<file path="src/rtl/ecc_pkg.sv">
// Shared widths and encodings for the ECC scrub controller slice.
package ecc_pkg;
  localparam int CODE_W = 32;
  localparam int DATA_W = 16;

  typedef enum logic [1:0] {IDLE, RD, CHK, WB} state_e;
  typedef enum logic {HOST, SCRUB} owner_e;
endpackage

</file>
<file path="src/rtl/ecc_scrub_timer.sv">
// Scrub interval timer, single-entry scrub pending flag and wrapping scrub address.
module ecc_scrub_timer #(
  parameter int ADDR_W         = 8,
  parameter int DEPTH          = 256,
  parameter int SCRUB_INTERVAL = 1024
) (
  input  logic              clk,
  input  logic              rst_n,
  input  logic              scrub_en_i,
  input  logic              clr_pend_i,
  input  logic              adv_addr_i,
  output logic              scrub_pend_o,
  output logic [ADDR_W-1:0] scrub_addr_o
);
  localparam int TW = $clog2(SCRUB_INTERVAL);
  localparam logic [TW-1:0]     T_LAST = TW'(SCRUB_INTERVAL - 1);
  localparam logic [ADDR_W-1:0] A_LAST = ADDR_W'(DEPTH - 1);

  logic [TW-1:0]     cnt_q, cnt_d;
  logic              pend_q, pend_d;
  logic [ADDR_W-1:0] addr_q, addr_d;
  logic              tick;

  always_comb begin
    tick   = scrub_en_i && (cnt_q == T_LAST);
    cnt_d  = '0;
    pend_d = pend_q;
    addr_d = addr_q;
    if (scrub_en_i && !tick) cnt_d = cnt_q + 1'b1;
    // clear beats tick: a tick while pending is a dropped tick anyway
    if (!scrub_en_i || clr_pend_i) pend_d = 1'b0;
    else if (tick)                 pend_d = 1'b1;
    if (adv_addr_i) addr_d = (addr_q == A_LAST) ? '0 : addr_q + 1'b1;
  end

  always_ff @(posedge clk or negedge rst_n) begin
    if (!rst_n) begin
      cnt_q  <= '0;
      pend_q <= 1'b0;
      addr_q <= '0;
    end else begin
      cnt_q  <= cnt_d;
      pend_q <= pend_d;
      addr_q <= addr_d;
    end
  end

  assign scrub_pend_o = pend_q;
  assign scrub_addr_o = addr_q;
endmodule

</file>
<file path="src/rtl/ecc_scrub_ctrl.sv">
// Host/scrub arbiter and access sequencer for a 2D-ECC codeword memory.
// Define ECC_SCRUB_WB_EN to write corrected codewords back after a CE.
module ecc_scrub_ctrl
  import ecc_pkg::*;
#(
  parameter int ADDR_W         = 8,
  parameter int DEPTH          = 256,
  parameter int SCRUB_INTERVAL = 1024,
  parameter int CNT_W          = 16
) (
  input  logic              clk,
  input  logic              rst_n,
  input  logic              host_req_valid,
  output logic              host_req_ready,
  input  logic [ADDR_W-1:0] host_req_addr,
  output logic              host_rsp_valid,
  output logic [DATA_W-1:0] host_rsp_data,
  output logic              host_rsp_ue,
  input  logic              scrub_en,
  output logic              mem_rd_en,
  output logic              mem_wr_en,
  output logic [ADDR_W-1:0] mem_addr,
  output logic [CODE_W-1:0] mem_wdata,
  input  logic [CODE_W-1:0] mem_rdata,
  output logic [CODE_W-1:0] dec_code,
  input  logic [DATA_W-1:0] dec_data,
  input  logic              dec_ce,
  input  logic              dec_ue,
  output logic [DATA_W-1:0] enc_data,
  input  logic [CODE_W-1:0] enc_code,
  output logic [CNT_W-1:0]  ce_count,
  output logic [CNT_W-1:0]  ue_count,
  output logic              scrub_busy
);
  state_e            state_q, state_d;
  owner_e            owner_q, owner_d;
  logic [ADDR_W-1:0] addr_q, addr_d;
  logic              last_host_q, last_host_d;
  logic              live_q;
  logic              rsp_vld_q, rsp_vld_d;
  logic [DATA_W-1:0] rsp_data_q, rsp_data_d;
  logic              rsp_ue_q, rsp_ue_d;
  logic [CNT_W-1:0]  ce_q, ce_d, ue_q, ue_d;
  logic              scrub_pend, clr_pend, adv_addr, host_grant;
  logic [ADDR_W-1:0] scrub_addr;
  logic              rd_c, wr_c;
`ifdef ECC_SCRUB_WB_EN
  logic [DATA_W-1:0] enc_q, enc_d;
`endif

  ecc_scrub_timer #(
    .ADDR_W(ADDR_W), .DEPTH(DEPTH), .SCRUB_INTERVAL(SCRUB_INTERVAL)
  ) u_timer (
    .clk(clk), .rst_n(rst_n), .scrub_en_i(scrub_en),
    .clr_pend_i(clr_pend), .adv_addr_i(adv_addr),
    .scrub_pend_o(scrub_pend), .scrub_addr_o(scrub_addr)
  );

  always_comb begin
    state_d        = state_q;
    owner_d        = owner_q;
    addr_d         = addr_q;
    last_host_d    = last_host_q;
    rsp_vld_d      = 1'b0;
    rsp_data_d     = rsp_data_q;
    rsp_ue_d       = rsp_ue_q;
    ce_d           = ce_q;
    ue_d           = ue_q;
    clr_pend       = 1'b0;
    adv_addr       = 1'b0;
    host_grant     = 1'b0;
    host_req_ready = 1'b0;
    rd_c           = 1'b0;
    wr_c           = 1'b0;
`ifdef ECC_SCRUB_WB_EN
    enc_d          = enc_q;
`endif
    case (state_q)
      IDLE: begin
        // a pending scrub waits at most one host access
        host_grant     = host_req_valid && !(scrub_pend && last_host_q);
        host_req_ready = live_q && !(scrub_pend && (last_host_q || !host_req_valid));
        if (host_grant) begin
          owner_d     = HOST;
          addr_d      = host_req_addr;
          last_host_d = 1'b1;
          state_d     = RD;
        end else if (scrub_pend) begin
          owner_d     = SCRUB;
          addr_d      = scrub_addr;
          last_host_d = 1'b0;
          clr_pend    = 1'b1;
          state_d     = RD;
        end
      end
      RD: begin
        rd_c    = 1'b1;
        state_d = CHK;
      end
      CHK: begin
        if (dec_ue) begin
          if (ue_q != '1) ue_d = ue_q + 1'b1;
        end else if (dec_ce) begin
          if (ce_q != '1) ce_d = ce_q + 1'b1;
        end
        if (owner_q == HOST) begin
          rsp_vld_d  = 1'b1;
          rsp_data_d = dec_data;
          rsp_ue_d   = dec_ue;
        end else begin
          adv_addr = 1'b1;
        end
        state_d = IDLE;
`ifdef ECC_SCRUB_WB_EN
        enc_d = dec_data;
        if (dec_ce && !dec_ue) state_d = WB;
`endif
      end
      WB: begin
`ifdef ECC_SCRUB_WB_EN
        wr_c = 1'b1;
`endif
        state_d = IDLE;
      end
      default: state_d = IDLE;
    endcase
  end

  always_ff @(posedge clk or negedge rst_n) begin
    if (!rst_n) begin
      state_q     <= IDLE;
      owner_q     <= HOST;
      addr_q      <= '0;
      last_host_q <= 1'b0;
      live_q      <= 1'b0;
      rsp_vld_q   <= 1'b0;
      rsp_data_q  <= '0;
      rsp_ue_q    <= 1'b0;
      ce_q        <= '0;
      ue_q        <= '0;
    end else begin
      state_q     <= state_d;
      owner_q     <= owner_d;
      addr_q      <= addr_d;
      last_host_q <= last_host_d;
      live_q      <= 1'b1;
      rsp_vld_q   <= rsp_vld_d;
      rsp_data_q  <= rsp_data_d;
      rsp_ue_q    <= rsp_ue_d;
      ce_q        <= ce_d;
      ue_q        <= ue_d;
    end
  end

`ifdef ECC_SCRUB_WB_EN
  always_ff @(posedge clk or negedge rst_n) begin
    if (!rst_n) enc_q <= '0;
    else        enc_q <= enc_d;
  end
  assign enc_data = enc_q;
`else
  assign enc_data = '0;
`endif

  // memory-facing buses are held at zero whenever they carry no meaning
  assign mem_rd_en      = rd_c;
  assign mem_wr_en      = wr_c;
  assign mem_addr       = (rd_c || wr_c) ? addr_q : '0;
  assign mem_wdata      = wr_c ? enc_code : '0;
  assign dec_code       = (state_q == CHK) ? mem_rdata : '0;
  assign host_rsp_valid = rsp_vld_q;
  assign host_rsp_data  = rsp_data_q;
  assign host_rsp_ue    = rsp_ue_q;
  assign ce_count       = ce_q;
  assign ue_count       = ue_q;
  assign scrub_busy     = (state_q != IDLE) && (owner_q == SCRUB);
endmodule

</file>
<file path="config.mk">
export PLATFORM = sky130hd
export DESIGN_NAME = ecc_scrub_ctrl
export DESIGN_NICKNAME = d
export VERILOG_FILES = /design/src/rtl/ecc_pkg.sv /design/src/rtl/ecc_scrub_timer.sv /design/src/rtl/ecc_scrub_ctrl.sv
export SDC_FILE = /design/constraint.sdc
export NUM_CORES = 1
export LEC_CHECK = 0
export CAP_MARGIN = 20
export CORE_ASPECT_RATIO = 1.2
export CORE_UTILIZATION = 36
export DETAILED_ROUTE_END_ITERATION = 12
export MAX_ROUTING_LAYER = met4
export PLACE_DENSITY = 0.8
export REMOVE_ABC_BUFFERS = 1
export SKIP_CTS_REPAIR_TIMING = 1
export SLEW_MARGIN = 40
export SYNTH_ARGS = -nofsm -noshare
export SYNTH_HDL_FRONTEND = slang
export SYNTH_HIERARCHICAL = 1
export SYNTH_SLANG_ARGS = --single-unit
</file>
<file path="constraint.sdc">
create_clock -name clk -period 1.85 [get_ports clk]
set_input_delay 0.37 -clock clk [delete_from_list [all_inputs] [get_ports clk]]
set_output_delay 0.37 -clock clk [all_outputs]
set_load 0.03 [all_outputs]
</file>
==> results of run 1 <==
-- area by class of cell --
type / instances / area share [%]
sequential: 82 / 31.28
clock buffer: 11 / 3.851
timing repair buffer: 180 / 29.05
clock inverter: 5 / 0.5528
multi-input combinational: 316 / 31.87
inverter: 7 / 0.4003
tap: 157 / 2.993
-- layer usage --
metal	routed length (um)	track usage (%)
met1	4083	18.67
met2	5863	30.96
met3	723	3.132
met4	146	5.625
met5	0	-
-- worst min path at each step --
stage / startpoint / endpoint / slack [ns] / cells past startpoint
after global placement: rst_n / host_rsp_data[7] / 0.33 / 1
after global routing: rst_n / host_rsp_data[1] / 0.00006 / 1
after detailed placement: rst_n / host_rsp_data[1] / 0.34 / 1
after floorplan: rst_n / addr_q[0] / 0.07 / 0
final: rst_n / host_rsp_data[1] / -0.03 / 1
after CTS: rst_n / host_rsp_data[1] / -0.02 / 1
-- cells by family after synthesis --
kind of cell,count (synthesis)
and+or+nand+nor,166
DFF,82
buffers and inverters,66
AOI/OAI and AO/OA,39
xor gates and xnor gates,34
muxes,23
adders and majority gates,4
other,2
-- state kept, by name, indices dropped and copies added, names as in the netlist, 2 cells and up --
| name | count |
|---|---|
| ce_count | 16 |
| host_rsp_data | 16 |
| ue_count | 16 |
| u_timer/cnt_q | 10 |
| addr_q | 8 |
| u_timer/scrub_addr_o | 8 |
| state_q | 2 |
-- power by group through the flow --
stage | registers [uW] | clock network [uW] | logic (uW)
global placement | 2330 | 0 | 2110
floorplan | 2760 | 0 | 702
finish | 2320 | 1690 | 2190
global route | 2360 | 1800 | 2330
detailed placement | 2350 | 0 | 2140
CTS | 2320 | 1730 | 2150
-- synthesized netlist by cell type (3+ instances only) --
master and n:
clkbuf_1 7, mux2i_1 3, nor2b_1 4, ha_1 4, nand2_1 15, o21ai_0 6, xnor2_1 12, dfrtp_1 82
nor2_1 15, mux2_2 20, and2_1 44, or3_1 4, inv_1 7, nand3_1 21, a21oi_1 11, and3_1 11
nor4_1 5, buf_4 51, xor2_1 22, a221o_1 6, nand4_1 14, nor3_1 11
-- worst max-delay path, stage by stage, from the launching register on --
cell	delay (ns)
dfrtp_2	0.45
nor2b_4	0.16
buf_12	0.19
and2_1	0.18
buf_6	0.14
-- stage by stage --
| step | utilization (%) | std cells | worst slack (ns) | power [uW] |
|---|---|---|---|---|
| 5_1_grt | 56.22 | 758 | -0.05889 | 6491 |
| 4_1_cts | 54.14 | 757 | -0.2019 | 6196 |
| 3_3_place_gp | 51.67 | 741 | -0.1279 | 4436 |
| 3_5_place_dp | 51.67 | 741 | -0.1649 | 4494 |
| 6_report | 56.22 | 758 | 0.02166 | 6202 |
| 2_1_floorplan | - | 405 | -0.6511 | 3466 |
==> key figures, run 1 <==
Worst setup path
  • CP Capture Point: dec_code[27]
  • Critical path launch point: state_q[0]
  • WS Path Type: flop to output pin
  • Register-to-register setup slack: 0.12 ns
  • Worst Path Required: 1.48 ns
  • FF-to-FF End: ce_count[7]
  • Critical path endpoint category: output pin
  • Crit path launch type: flop
  • Crit-path max FO: 40
  • Worst r2r src: state_q[0]
  • Worst reg2reg path depth: 6
  • CP arrival: 1.46 ns

Timing
  • Hold Slack: -0.02775 ns
  • Slew @ Worst Pin: 0.5239 ns
  • Fin. max-slew vios: 0
  • Fmax: 546.9 MHz
  • Clk_skew: 0.009452 ns
  • Final count of hold timing violations: 30
  • Unrepaired setup endpoints after global routing: true
  • Finish-stage setup viols: 0
  • Max transition margin: 64.88%
  • Setup TNS: 0 ns
  • Tmin final: 1.828 ns
  • Crit share post-route: 98.83%

Yosys
  • Post-synth EDFFs: 0
  • Cells after Synth: 416
  • Complex-gate fraction of the synthesized area: 6.152%
  • Synth top area share: 46.92%
  • Largest family of logic cells by synthesized area: simple AND/OR/NAND/NOR gates
  • Commonest register cell after synthesis: dfrtp_1
  • Synth Area in Simple Gates: 22.89%
  • Mux share of post-synthesis cell area: 5.837%
  • Synth area leader: dfrtp_1
  • Warnings from Yosys: 6
  • Post-synth cell types: 53
  • Mapped cell area: 4373 um2
  • Syn Area/Cell: 10.51 um2
  • Sequential fraction of the synthesis area: 46.92%
  • Top cells by area, synth: dfrtp_1 (47%), buf_4 (8.8%), and2_1 (6.3%), mux2_2 (5.2%), xor2_1 (4.4%)
  • Post-Synth XOR/XNOR Area: 6.810%
  • FFs w/ async S/R, synth: 100.0%
  • Synthesized-area fraction occupied by adder cells: 1.144%
  • Synthesized flop and latch total: 82

Place
  • RD Place Congestion: 0.8368
  • Final HPWL DP: 8192 um
  • Port bufs: 154
  • Dpl cell area: 6032 um2

Die
  • Die Y: 122.7 um
  • # IOs: 236
  • Die Wd: 102.6 um
  • Full die area: 12590 um2
  • Row count: 43
  • Initial core utilization: 37.46%
  • Core area: 11670 um2

GRT
  • Grt ovf: 0
  • First-pass GRT wire length: 16260 um
  • Largest net degree at the start of global routing: 53
  • Total track usage: 17.12%
  • Antenna violations before repair: 0
  • Vias in the first global route: 3432

Clock tree
  • CTS tree: yes
  • Clock Sink Count: 82
  • Clk slew on worst S/H paths: 0.06 ns
  • Clock Path Buffers: 2
  • Clk root buf: clkbuf_16
  • CTS Buf Count: 9
  • H-tree Lvls: 3
  • Latest clock arrival within the worst-skew pair: 0.33 ns

Detailed routing
  • Initial DRC count: 151
  • Vias: 3631
  • DRC Markers: 0
  • DRT Wirelength: 10820 um
  • Drt first pass iters: 4
  • Drt via density: 4.790
  • DR WL/cell: 14.27 um
  • Routed Antenna Nets: 0

Layout
  • Leading cell type in the layout, fill and taps excluded: clkdlybuf4s50_1
  • Ant diodes: 0
  • Cell area after layout: 6564 um2
  • Sequential Area: 2053 um2
  • Layout cells sized above 1: 21.46%
  • Most used cells in the layout excluding fill and tap cells: clkdlybuf4s50_1 (86), dfrtp_1 (81), conb_1 (50), and2_1 (40), buf_6 (34)
  • Fin nets: 694
  • Area grow syn2layout: 50.10%
  • Multi-input gate area: 2092 um2
  • Fill cell count: 978

Run status
  • Failing checks: negative hold slack
  • Status: complete, but fails checks

Power and ir drop
  • Sw power: 2133 uW
  • LEAKAGE: 0.003419 uW
  • Power Density: 944.8 nW/um2
  • Logic pwr share: 35.3%
  • Clock power frac: 27.3%
  • Sequential Power Share: 37.4%
  • Peak VDD IR: 0.0004439 V
  • Power Internal: 4069 uW
  • Switch share: 34.40%

Job
  • Max-cap violations: 0

Worst hold path
  • Hold Path Class: input port to async pin
No activity file was read; power rests on OpenSTA's default activity.
==> run 2: changes to the inputs <==
Settings changed: GPL_TIMING_DRIVEN set to 0.
==> run 2 against run 1 <==
Net effect: the flow finishes with violations (negative setup slack); register-to-register slack got worse by 0.14 ns; combinational power about the same; design area increased by 1.5%; clock power increased by 6%; sequential power about the same; clock-buffer cell count increased by 1; fmax decreased by 7.1%.
==> key figures, run 2 (synthesis results as in run 1) <==
Die
  • Row count: 43 (unchanged)
  • Die Wd: 102.6 um (unchanged)
  • # IOs: 236 (unchanged)
  • Initial core utilization: 37.46% (unchanged)
  • Full die area: 12590 um2 (unchanged)
  • Die Y: 122.7 um (unchanged)
  • Core area: 11670 um2 (unchanged)

Worst hold path
  • Hold Path Class: flop to flop
  • Hold depth: 1

Place
  • Final HPWL DP: 8063 um (-1.6%)
  • Dpl cell area: 5918 um2 (-1.9%)
  • Pre-CTS setup slack: -0.6593 ns (-0.4944 ns)
  • RD Place Congestion: 0.8160 (-2.5%)
  • Port bufs: 154 (unchanged)

Timing
  • Slew @ Worst Pin: 0.6838 ns (+0.1598 ns)
  • Max transition margin: 54.42% (-10 points)
  • Fin. max-slew vios: 0 (unchanged)
  • Tmin final: 1.969 ns (+0.1402 ns)
  • Final count of hold timing violations: 0 (-100%)
  • Clk_skew: 0.006183 ns (-0.003269 ns)
  • Fmax: 508.0 MHz (-7.1%)
  • Setup TNS: -1.215 ns (-1.215 ns)
  • Crit share post-route: 106.4% (+7.6 points)
  • Post-route setup slack: -0.1185 ns (-0.1402 ns)
  • Hold Slack: 0.4630 ns (+0.4908 ns)
  • Unrepaired setup endpoints after global routing: true
  • Finish-stage setup viols: 18 (+18)

GRT
  • Antenna violations before repair: 0 (unchanged)
  • Grt ovf: 0 (unchanged)
  • Total track usage: 17.62% (+0.50 points)
  • Largest net degree at the start of global routing: 52 (-1.9%)
  • First-pass GRT wire length: 16710 um (+2.8%)
  • Vias in the first global route: 3491 (+1.7%)

Layout
  • Cell area after layout: 6660 um2 (+1.5%)
  • Ant diodes: 0 (unchanged)
  • Leading cell type in the layout, fill and taps excluded: clkdlybuf4s50_1
  • Area grow syn2layout: 52.30%
  • Fin nets: 698 (+0.58%)
  • Layout cells sized above 1: 25.45% (+4.0 points)
  • Fin util: 57.05% (+0.83 points)
  • Most used cells in the layout excluding fill and tap cells: clkdlybuf4s50_1 (86), dfrtp_1 (80), conb_1 (50), and2_1 (34), dlymetal6s2s_1 (24)
  • Fill cell count: 991 (+1.3%)

Clock tree
  • Latest clock arrival within the worst-skew pair: 0.33 ns (about the same)
  • CTS Buf Count: 9 (unchanged)
  • Clk slew on worst S/H paths: 0.06 ns (about the same)
  • Clk root buf: clkbuf_16
  • CTS tree: yes
  • Clock Path Buffers: 2 (unchanged)
  • H-tree Lvls: 3 (unchanged)
  • Clock Sink Count: 82 (unchanged)

Worst setup path
  • WS Path Type: flop to output pin
  • Critical path launch point: state_q[0]
  • Crit-path max FO: 8 (-80%)
  • Worst r2r src: state_q[0]
  • Register-to-register setup slack: -0.02 ns (-0.14 ns)
  • CP Capture Point: dec_code[19]
  • Worst Path Required: 1.48 ns (about the same)
  • Worst reg2reg path depth: 7 (+1)
  • FF-to-FF End: u_timer/scrub_addr_o[7]
  • Critical path endpoint category: output pin
  • CP arrival: 1.60 ns (+0.14 ns)
  • Crit path launch type: flop

Detailed routing
  • Routed Antenna Nets: 0 (unchanged)
  • Vias: 3802 (+4.7%)
  • Drt first pass iters: 4 (unchanged)
  • DRT Wirelength: 11980 um (+11%)
  • Drt via density: 4.990 (+4.2%)
  • DR WL/cell: 15.72 um (+10%)
  • DRC Markers: 0 (unchanged)
  • Initial DRC count: 110 (-27%)

Run status
  • Failing checks: negative setup slack
  • Status: complete, but fails checks

Power and ir drop
  • Peak VDD IR: 0.0004132 V (-6.9%)
  • LEAKAGE: 0.003428 uW (+0.27%)
  • Power Density: 952.2 nW/um2 (+0.78%)

Job
  • Max-cap violations: 0 (unchanged)
## run 2: cell types whose count changed in the layout (fill, tap and decap cells not counted), moves of 3 or more
cell      previous run  this run
nor4_2               0         3
nor4_1               5         0
clkbuf_4             0         6
and2_1              40        34
nor2b_4              1         9
buf_12               7         2
buf_6               34        23
buf_4               28        23
and2_4               4        10
clkbuf_2             0         5
buf_2                0         6
## run 2: where the power goes
group          total (uW)  leakage (uW)  switching (uW)  internal, uW
clock network        1790      0.000143             702          1080
logic                2210       0.00222            1220           987
registers            2350       0.00106             258          2090
## run 2: per-stage QoR
step           total power [uW]  instances
6_report                   6342        762
3_3_place_gp               4355        716
4_1_cts                    6231        733
2_1_floorplan              3466        405
5_1_grt                    6626        762
3_5_place_dp               4427        717
## run 2: worst min-delay path by stage
stage	end	startpoint	slack (ns)
3_5_place_dp	host_rsp_data[7]	rst_n	0.28
6_report	u_timer/cnt_q[0]	u_timer/cnt_q[0]	0.46
5_1_grt	u_timer/cnt_q[0]	u_timer/cnt_q[0]	0.49
4_1_cts	host_rsp_data[7]	rst_n	-0.08
3_3_place_gp	u_timer/cnt_q[0]	u_timer/cnt_q[0]	0.44
2_1_floorplan	addr_q[0]	rst_n	0.07
## run 2: final cells by class
cell class | instances | area [um2] | area share (%)
Tap cell | 157 | 196.4 | 2.949
Clock inverter | 4 | 51.30 | 0.7702
Inverter | 7 | 26.28 | 0.3945
Timing Repair Buffer | 178 | 1785 | 26.81
Multi-Input combinational cell | 322 | 2297 | 34.49
Sequential cell | 82 | 2057 | 30.88
Clock buffer | 12 | 246.5 | 3.701
## run 2: metal layers
| metal | global-route usage [%] | vias to the layer above | part of all wire (%) | wire, um |
|---|---|---|---|---|
| met2 | 32.17 | 173 | 55 | 6604 |
| li1 | - | 1734 | - | - |
| met3 | 3.246 | 18 | 6.6 | 788 |
| met4 | 5.714 | 0 | 1.2 | 139 |
| met1 | 18.95 | 1877 | 37 | 4442 |
| met5 | - | - | 0 | 0 |
## run 2: worst max-delay path, cell delays in order (launching register included)
cell and delay [ns]:
dfrtp_4 0.56, buf_6 0.18, nor2b_4 0.19, and2_1 0.16, clkbuf_4 0.19
